$ cat config.mk
export PLATFORM = sky130hd
export DESIGN_NAME = instr_fetch
export DESIGN_NICKNAME = d
export VERILOG_FILES = /design/src/rtl/instr_fetch.sv
export SDC_FILE = /design/constraint.sdc
export NUM_CORES = 1
export LEC_CHECK = 0
export CAP_MARGIN = 20
export CORE_ASPECT_RATIO = 1.2
export CORE_MARGIN = 4
export CORE_UTILIZATION = 44
export CTS_CLUSTER_SIZE = 25
export DETAILED_ROUTE_END_ITERATION = 8
export GPL_TIMING_DRIVEN = 0
export PLACE_DENSITY = 0.81
export RECOVER_POWER = 25
export SLEW_MARGIN = 5
export SYNTH_ARGS = -nofsm -noshare
export SYNTH_HDL_FRONTEND = slang
export SYNTH_SLANG_ARGS = --single-unit
$ cat constraint.sdc
create_clock -name clk -period 2.2 [get_ports clk]
set_input_delay 0.66 -clock clk [delete_from_list [all_inputs] [get_ports clk]]
set_output_delay 0.66 -clock clk [all_outputs]
set_load 0.05 [all_outputs]
$ cat src/rtl/instr_fetch.sv
// instr_fetch: single-outstanding instruction fetch FSM with redirect/kill handling
// and a registered RV32 format classifier feeding the decode stage.
module instr_fetch #(
   parameter logic [31:0] RESET_PC = 32'h0000_0000
) (
   input  logic        clk,
   input  logic        rst_n,
   output logic        imem_req,
   output logic [31:0] imem_addr,
   input  logic        imem_rvalid,
   input  logic [31:0] imem_rdata,
   input  logic        redirect_valid,
   input  logic [31:0] redirect_pc,
   output logic        out_valid,
   input  logic        out_ready,
   output logic [31:0] out_instr,
   output logic [31:0] out_pc,
   output logic [2:0]  out_instr_type,
   output logic        out_illegal
);
   typedef enum logic [1:0] {IDLE, FETCH, WAIT, HOLD} state_t;
   state_t state, state_n;
   logic [31:0] pc, pc_n;
   logic kill, kill_n, cap, drop;
   logic [6:0] op;
   logic [2:0] typ;
   assign imem_req  = state == FETCH;
   assign imem_addr = pc;
   assign op        = imem_rdata[6:0];
   always_comb
      typ = op == 7'b0110011 ? 3'd0 :
            (op == 7'b0010011 || op == 7'b0000011 || op == 7'b1100111 || op == 7'b1110011) ? 3'd1 :
            op == 7'b0100011 ? 3'd2 :
            op == 7'b1100011 ? 3'd3 :
            (op == 7'b0110111 || op == 7'b0010111) ? 3'd4 :
            op == 7'b1101111 ? 3'd5 : 3'd7;
   always_comb begin
      state_n = state;
      pc_n    = pc;
      kill_n  = kill;
      cap     = 1'b0;
      drop    = 1'b0;
      case (state)
         IDLE:  state_n = FETCH;
         FETCH: begin
            state_n = WAIT;
            kill_n  = redirect_valid;
         end
         WAIT:  if (imem_rvalid) begin
            // a redirect arriving with the response discards it just like a pending kill
            state_n = (kill || redirect_valid) ? FETCH : HOLD;
            cap     = !(kill || redirect_valid);
            kill_n  = 1'b0;
         end else
            kill_n = kill || redirect_valid;
         HOLD:  begin
            drop    = out_ready || redirect_valid;
            state_n = drop ? FETCH : HOLD;
            pc_n    = out_ready ? pc + 32'd4 : pc;
         end
      endcase
      if (redirect_valid && state != IDLE)
         pc_n = redirect_pc & 32'hFFFF_FFFC;
   end
   always_ff @(posedge clk or negedge rst_n)
      if (!rst_n) begin
         state          <= IDLE;
         pc             <= RESET_PC & 32'hFFFF_FFFC;
         kill           <= 1'b0;
         out_valid      <= 1'b0;
         out_instr      <= 32'h0000_0013;
         out_pc         <= RESET_PC;
         out_instr_type <= 3'd1;
         out_illegal    <= 1'b0;
      end else begin
         state     <= state_n;
         pc        <= pc_n;
         kill      <= kill_n;
         out_valid <= cap || (out_valid && !drop);
         if (cap) begin
            out_instr      <= imem_rdata;
            out_pc         <= pc;
            out_instr_type <= typ;
            out_illegal    <= typ == 3'd7;
         end
      end
endmodule

==> reports/results.txt <==
Die extent in y: 119 um
Maximum clock path buffer count: 2
Die area: 0.0119 mm2
Final core occ: 67.1%
Post-synthesis xor/xnor area fraction: 5.05%
Top delay family on crit path: buffers and inverters
Crit path arrival time: 1500 ps
Final #Nets: 637
Adder-Cell Fraction of Synth Area: 1.66%
Synth Area in Compound Gates: 5.55%
Total wire length: 11900 um
Final count of pins violating max slew: 0
Routed wire per std cell: 17.2 um
Share of layout cells above drive strength 1: 19.9%
Crit-path cells: clkdlybuf4s50_1
Slew HR: 37.1%
Commonest non-fill, non-tap cell in the layout: clkdlybuf4s50_1
Fmax: 462 MHz
Gr ovfl total: 0
CTS Sinks: 100
Post-synthesis simple-gate area fraction: 13.4%
Crit path kind: flip-flop to output pin
Area contributors post-synth: dfrtp_1, mux2_2, nand2_1
Peak supply drop: 0.000944 V
GP Congestion: 0.804
Largest net degree at the start of global routing: 66
Worst flop-to-flop path endpoint: out_pc[10]
CP Launch Type: flip-flop
Yosys reg bits: 100
Worst skew pair latency: 330 ps
Via count: 3568
GRT Total Usage: 20.6%
Crit path capture: out_valid
Crit. Startpoint: out_valid
CTS clk-pin slew, worst paths: 60 ps
Antenna violations before repair: 0
Main combinational cell family by area after synthesis: multiplexers
Input/output buffers: 164
Min Tclk post-route: 2160 ps
Avg Vias per Cell: 5.15
Fin Hold WS: 459 ps
Tot Pwr: 10.8 mW
Die Wd: 100 um
Initial detailed-routing violation count: 127
Syn Inst Count: 379
Number of global-route vias before repair: 3807
Final setup fails: 0
Drt pass-1 iters: 4
Number of cells on the critical path: 1
Reg-to-reg startpoint: state[0]
Max Fanout on Critical Path: 2
Clock Skew: 4.24 ps
Initial Util: 45.1%
Worst path slowest cell: clkdlybuf4s50_1
Max_cap viols: 0
Worst R2R Setup Slack: 150 ps
Leading area contributor after synthesis: dfrtp_1
Post-Syn Area: 0.00451 mm2
First-pass GRT wire length: 19400 um
Worst path bufs/invs: 1
Worst-case reg-to-reg path depth: 7
Hold Crit Class: input port to async pin
Top-area cell type share of the netlist area: 53.2%
Leak pwr: 3.07 nW
Core box area: 0.0100 mm2
Data required, critical path: 1540 ps
Area Overhead vs Synth: 48.8%
Commonest cells after routing, fill and taps aside: clkdlybuf4s50_1, dfrtp_1, mux2_2
Syn Area/Cell: 11.9 um2
Max H-tree Level: 3
PwrDens: 1610 mW/mm2
Antenna diode count: 0
Worst Tran Pin Value: 943 ps
Drt drc: 0
Status: finished, final reports clean
Cts bufs inserted: 9
Mux cell area share after synthesis: 15.9%
Remaining antenna violation count: 0
Top-Level Pins: 171
Ys Warns: 0
Tcrit/Tclk final: 98.4%
Max stage delay on crit path: 830 ps
Crit. End Element: output pin
CTS tree: done
Site Rows: 40
Cell variety after synth: 43
Final HPWL from detailed placement: 9090 um
Register area share after synthesis: 55.6%
CTS root buf: clkbuf_16
Hold Vio Cnt, Final: 0
-- stage by stage --
stage	setup WS [ps]	setup TNS (ps)	instances	instance area, um2
6_report	35.2	0	693	6710
5_1_grt	-9.26	-9.26	693	6710
4_1_cts	0.139	0	690	6630
3_5_place_dp	-746	-60000	673	6350
3_3_place_gp	-3170	-372410	672	6320
2_1_floorplan	166	0	382	4520
-- kinds of logic after synthesis --
group	count (synthesis)
adders and majority gates	6
buffers and inverters	27
xor gates and xnor gates	26
other	1
AOI/OAI and AO/OA	44
DFF	100
muxes	64
and+or+nand+nor	111
-- per-layer routing --
metal / track usage [%] / vias up / share of wire, %
li1: - / 1694 / -
met1: 25.6 / 1735 / 40
met2: 35.1 / 111 / 52
met3: 3.34 / 28 / 4.8
met4: 9.01 / 0 / 2.9
met5: 0 / - / 0
-- worst min path at each step --
stage                     slack (ps)  depth (start not counted)             to
final                            460                          1     out_pc[11]
after global routing             500                          1      out_valid
after CTS                        300                          1      out_pc[9]
after detailed placement         470                          1      out_valid
after global placement           460                          1      out_valid
after floorplan                  360                          0  imem_addr[10]
-- area by class of cell --
class                           instances  area (um2)
Fill cell                             787        3300
Sequential cell                       100        2510
Multi-Input combinational cell        255        1930
Timing Repair Buffer                  169        1690
Clock buffer                           14         254
Tap cell                              126         158
Buffer                                 18         100
Clock inverter                          2        35.0
Inverter                                9        33.8
-- cells in the mapped netlist --
cell type,count
dfrtp_1,96
mux2_2,62
nand2_1,40
o21ai_0,27
nand3_1,20
xor2_1,17
nor2_1,14
inv_1,9
nand4_1,9
xnor2_1,9
buf_2,7
clkbuf_1,7
ha_1,6
a21oi_1,5
buf_4,4
dfstp_2,4
nand2b_1,4
nor3_1,4
nor2b_1,3
o211ai_1,3
and3_1,2
and4_1,2
mux2i_1,2
nor4_2,2
o22ai_1,2
or4_1,2
a2111oi_0,1
a211oi_1,1
a21o_1,1
a31oi_1,1
and3_2,1
conb_1,1
nand3_4,1
nand4_2,1
nand4_4,1
nand4b_1,1
nor3_2,1
nor4_1,1
nor4_4,1
o21ai_1,1
o2bb2a_1,1
o32a_1,1
or3_1,1
-- sequential cells by signal, indices dropped and copies added (netlist names) --
register and count:
out_instr_type 3, out_illegal 1, out_instr 32, imem_addr 30, state 2, out_valid 1
kill 1, out_pc 30
-- power by group --
part / switching, mW / internal (mW)
logic: 3.91 / 1.98
registers: 0.660 / 2.67
clock network: 0.639 / 0.913
total: 5.21 / 5.57
-- what timing repair did --
item / CTS / global route
gates resized for setup: 43 / 23
hold buffers: 0 / 0
endpoints found under the setup margin: 131 / 72
buffers inserted: 1 / 3
pin swaps: 1 / 2
(Power assumes the default switching activity.)
